## src/rtl/param_seq_alu.sv

```systemverilog
// param_seq_alu: registered WIDTH-bit ALU with start/done handshake, carry chaining and a shift-add multiplier.
module param_seq_alu #(
  parameter int WIDTH  = 8,
  parameter bit MUL_EN = 1'b1
) (
  input  logic             clk,
  input  logic             rst_n,
  input  logic             start,
  input  logic [3:0]       operation,
  input  logic [WIDTH-1:0] input_a,
  input  logic [WIDTH-1:0] input_b,
  output logic [WIDTH-1:0] result,
  output logic [WIDTH-1:0] result_hi,
  output logic             carry_out,
  output logic             zero,
  output logic             negative,
  output logic             overflow,
  output logic             busy,
  output logic             done,
  output logic             illegal_op
);
  localparam int CW = (WIDTH > 2) ? $clog2(WIDTH) : 1;
  localparam logic [CW-1:0] LAST = CW'(WIDTH - 1);
  typedef enum logic {IDLE, MUL} state_t;
  state_t state, state_nx;
  logic [WIDTH-1:0] mcand, alu_r;
  logic [2*WIDTH-1:0] acc, acc_nx;
  logic [WIDTH:0] add_w, sub_w, mul_sum;
  logic [CW-1:0] cnt;
  logic alu_c, alu_v, alu_ill, is_mul, last, a_msb, b_msb;
  assign busy   = (state == MUL);
  assign is_mul = MUL_EN && (operation == 4'b1011);
  assign last   = (cnt == LAST);
  assign a_msb  = input_a[WIDTH-1];
  assign b_msb  = input_b[WIDTH-1];
  // operation[0] selects the carry-in variants (ADC/SBC)
  assign add_w = {1'b0, input_a} + {1'b0, input_b} + {{WIDTH{1'b0}}, operation[0] & carry_out};
  assign sub_w = {1'b0, input_a} - {1'b0, input_b} - {{WIDTH{1'b0}}, operation[0] & carry_out};
  // multiplier bits are consumed from the low half of the accumulator, LSB first
  assign mul_sum = {1'b0, acc[2*WIDTH-1:WIDTH]} + (acc[0] ? {1'b0, mcand} : '0);
  assign acc_nx  = {mul_sum, acc[WIDTH-1:1]};
  always_ff @(posedge clk or negedge rst_n) begin
    if (!rst_n) state <= IDLE;
    else state <= state_nx;
  end
  always_comb begin
    state_nx = state;
    if (state == IDLE && start && is_mul) state_nx = MUL;
    else if (state == MUL && last) state_nx = IDLE;
  end
  always_comb begin
    alu_r   = '0;
    alu_c   = carry_out;
    alu_v   = 1'b0;
    alu_ill = 1'b0;
    case (operation)
      4'b0000, 4'b0001: begin
        alu_r = add_w[WIDTH-1:0];
        alu_c = add_w[WIDTH];
        alu_v = (a_msb == b_msb) && (add_w[WIDTH-1] != a_msb);
      end
      4'b0010, 4'b0011: begin
        alu_r = sub_w[WIDTH-1:0];
        alu_c = sub_w[WIDTH];
        alu_v = (a_msb != b_msb) && (sub_w[WIDTH-1] != a_msb);
      end
      4'b0100: alu_r = input_a & input_b;
      4'b0101: alu_r = input_a | input_b;
      4'b0110: alu_r = input_a ^ input_b;
      4'b0111: alu_r = input_a & ~input_b;
      4'b1000: begin
        alu_r = {input_a[WIDTH-2:0], 1'b0};
        alu_c = a_msb;
      end
      4'b1001: begin
        alu_r = {1'b0, input_a[WIDTH-1:1]};
        alu_c = input_a[0];
      end
      4'b1010: begin
        alu_r = {a_msb, input_a[WIDTH-1:1]};
        alu_c = input_a[0];
      end
      default: alu_ill = 1'b1;
    endcase
  end
  always_ff @(posedge clk or negedge rst_n) begin
    if (!rst_n) begin
      result     <= '0;
      result_hi  <= '0;
      carry_out  <= 1'b0;
      zero       <= 1'b0;
      negative   <= 1'b0;
      overflow   <= 1'b0;
      done       <= 1'b0;
      illegal_op <= 1'b0;
      mcand      <= '0;
      acc        <= '0;
      cnt        <= '0;
    end else begin
      done       <= 1'b0;
      illegal_op <= 1'b0;
      if (state == IDLE && start) begin
        if (is_mul) begin
          mcand <= input_a;
          acc   <= {{WIDTH{1'b0}}, input_b};
          cnt   <= '0;
        end else begin
          result     <= alu_r;
          result_hi  <= '0;
          carry_out  <= alu_c;
          zero       <= (alu_r == '0);
          negative   <= alu_r[WIDTH-1];
          overflow   <= alu_v;
          done       <= 1'b1;
          illegal_op <= alu_ill;
        end
      end else if (state == MUL) begin
        acc <= acc_nx;
        cnt <= cnt + CW'(1);
        if (last) begin
          result    <= acc_nx[WIDTH-1:0];
          result_hi <= acc_nx[2*WIDTH-1:WIDTH];
          carry_out <= |acc_nx[2*WIDTH-1:WIDTH];
          zero      <= (acc_nx == '0);
          negative  <= acc_nx[WIDTH-1];
          overflow  <= 1'b0;
          done      <= 1'b1;
        end
      end
    end
  end
endmodule

```

## config.mk

```make
export PLATFORM = sky130hd
export DESIGN_NAME = param_seq_alu
export DESIGN_NICKNAME = d
export VERILOG_FILES = /design/src/rtl/param_seq_alu.sv
export SDC_FILE = /design/constraint.sdc
export NUM_CORES = 1
export LEC_CHECK = 0
export BUFFER_PORTS_ARGS = -buffer_cell sky130_fd_sc_hd__buf_4
export CAP_MARGIN = 0
export CORE_ASPECT_RATIO = 2
export CORE_MARGIN = 1.5
export CORE_UTILIZATION = 55
export CTS_CLUSTER_SIZE = 14
export DETAILED_ROUTE_END_ITERATION = 12
export GPL_ROUTABILITY_DRIVEN = 1
export PLACE_DENSITY = 0.76
export SYNTH_ARGS = -nofsm -noshare
export SYNTH_HDL_FRONTEND = slang
export SYNTH_SLANG_ARGS = --single-unit
export TNS_END_PERCENT = 50
```

## constraint.sdc

```tcl
create_clock -name clk -period 3.7 [get_ports clk]
set_input_delay 0.555 -clock clk [delete_from_list [all_inputs] [get_ports clk]]
set_output_delay 0.555 -clock clk [all_outputs]
set_load 0.01 [all_outputs]
```

==> flow_summary.ini <==
[run_status]
status = finished clean

[sta]
slew_viol_final = 0
period_share = 0.827
setup_tns_ps = 0
skew_ps = 11.0
setup_violations = 0
rsz0062_at_grt = false
max_freq_ghz = 0.327
min_period_ps = 3060
max-slew-margin-rel = 0.385
hold_viol = 0
worst_slew_pin_slew_ps = 923

[drt]
routedWlPerCell_um = 17.8
antenna_left = 0
vias = 3601
firstDrtPassIters = 5
drt-initial-drc-count = 347
drc_errors = 0
routed_wl_um = 10600
vias_per_cell = 6.04

[power]
p_per_area_nw_per_um2 = 545
total_power_mw = 2.50
p_leak_nw = 2.25
ir_drop_mv = 0.426

[layout]
fin_cells = 596
drive_gt1_frac = 0.137
nets = 570
antennaDiodeCount = 0
mostFrequentLayoutCell = nand2_1
syn_to_final_growth_pct = 13.7
layout_common_cells = nand2_1, dfrtp_1, buf_4
fin_util = 0.642

[worst_setup_path]
critPathKind = register to register
startpoint_type = register
cp_max_fo = 9
arrival_ps = 3230
ff2ff_setup_slack_ps = 640
cp-end-kind = register
required_ps = 3870

[floorplanning]
row_count = 44
die_w_um = 63.6
die_h_um = 124
coreArea_um2 = 7160
io_pins = 46
floorplan.die_area_um2 = 7900
initial_core_util = 0.564

[global_route]
grt_pass1_wl_um = 16700
antenna_found_initial = 0
busiest_layer = met2
met3_usage = 0.0262
grt_use_total = 0.274
grt_max_degree = 50
overflow = 0
use_met2 = 0.457
grt_use_met1 = 0.359
grt_pass1_vias = 3299

[place]
dp_hpwl_um = 8220
dp.cells = 588
numPortBuffers = 45
place.gp.congestion = 0.984

[flow_run]
maxCapViolations = 0

[synth]
synth_mux_area_frac = 0.0437
synthXorXnorAreaFrac = 0.0409
syn_inst = 469
synth_seq_cells = 49
synth_flop_cell = dfrtp_1
synth_compound_gate_area_share = 0.216
synth-edff-count = 0
synth_fa_ha_area_frac = 0.146
synth_top_family_by_area = compound AO/OA/AOI/OAI gates
synthArstFlopShare = 1.00
syn-num-nets = 536
synth_cell_types = 64
syn_area_um2 = 4040
ys_seq_area_frac = 0.304
yosys.area_share.simple = 0.195
yosysWarnings = 0
avgSynthCellArea_um2 = 8.61

[clock_tree]
post_cts_buffers = 0
htreeDepth = 2
cts_tree = yes
numCtsBuffers = 5
clkLatencyLatePin_ps = 290
clockBufferDepth = 2
cts_hold_buf = 0
clockRootBuffer = clkbuf_16
cts_sinks = 49
cts_resized = 0
clk_pin_slew_ps = 70

[worst_hold_path]
min_path_type = primary input to async pin
[kinds of logic after synthesis]
kind of cell             Yosys count
AO/OA/AOI/OAI                    128
XOR/XNOR                          18
adder cells (fa/ha/maj)           44
buffers and inverters             53
flip-flops                        49
multiplexers                      15
AND/OR/NAND/NOR                  162
[final cells by class]
cell class / count / area (um^2)
Tap cell: 92 / 115
Fill cell: 664 / 2560
Clock buffer: 7 / 143
Clock inverter: 1 / 30.0
Sequential cell: 49 / 1230
Multi-Input combinational cell: 367 / 2590
Inverter: 31 / 116
Timing Repair Buffer: 49 / 368
[flip-flops by register name, summed over array words and instances, names as in the netlist]
name        count
result          8
zero            1
mcand           8
cnt             3
illegal_op      1
carry_out       1
busy            1
overflow        1
result_hi       8
done            1
acc            16
[layer usage]
layer / share of wire / vias up
met5: 0 / -
met4: 0.040 / 0
met3: 0.048 / 26
met2: 0.49 / 129
met1: 0.42 / 1713
li1: - / 1733
[final timing paths]
| path | from | to | depth (start not counted) |
|---|---|---|---|
| max in group asynchronous | rst_n | result[4] | 1 |
| min | rst_n | result_hi[5] | 1 |
| max reg2reg | acc[0] | carry_out | 10 |
| max | acc[0] | carry_out | 10 |
| min reg2reg | result[1] | result[1] | 2 |
| min in group clk | result[1] | result[1] | 2 |
[where the power goes]
group / leakage (nW) / switching [mW] / internal, mW
logic: 1.53 / 0.630 / 0.475
clock network: 0.0841 / 0.187 / 0.338
registers: 0.640 / 0.159 / 0.716
[synth_stat cells, types with 3 or more instances]
library cell / n / area share
nand2_1: 60 / 0.056
dfrtp_1: 49 / 0.30
ha_1: 39 / 0.12
nor2_1: 31 / 0.029
inv_1: 30 / 0.028
o21ai_1: 25 / 0.031
o21ai_0: 23 / 0.029
a21o_1: 12 / 0.022
mux2i_1: 12 / 0.030
clkbuf_1: 11 / 0.010
nor3_1: 11 / 0.014
and2_1: 10 / 0.015
nand2b_1: 10 / 0.015
xor2_1: 10 / 0.022
a21oi_1: 9 / 0.011
nor2b_1: 9 / 0.014
a22o_1: 8 / 0.017
buf_2: 8 / 0.0099
xnor2_1: 7 / 0.015
a31oi_1: 6 / 0.0093
a211oi_1: 5 / 0.0093
fa_1: 5 / 0.025
a32oi_1: 4 / 0.0087
nand3_1: 4 / 0.0050
nand3b_1: 4 / 0.0074
nand4_1: 4 / 0.0062
or3_1: 4 / 0.0062
a21oi_2: 3 / 0.0065
a221o_1: 3 / 0.0074
a221oi_1: 3 / 0.0065
and3_1: 3 / 0.0046
buf_4: 3 / 0.0056
nor4_1: 3 / 0.0046
o211ai_1: 3 / 0.0056
o221ai_1: 3 / 0.0065
[metrics by stage]
| stage | hold WS [ps] | area, um^2 | setup WS [ps] |
|---|---|---|---|
| after floorplan | 259 | 4040 | 699 |
| after global placement | 461 | 4420 | 553 |
| after detailed placement | 464 | 4420 | 450 |
| after CTS | 301 | 4590 | 630 |
| after global routing | 332 | 4590 | 455 |
| final | 276 | 4590 | 641 |
[critical path: stages, from the launching register on]
cell and delay, ps:
dfrtp_1 470, and2_1 180, ha_1 210, fa_1 420, a211oi_2 270, nor2_1 90
xor2_1 180, or4_1 510, nor3_2 190, a31oi_1 140, a311o_1 280
Power figures use the tool's default switching activity.
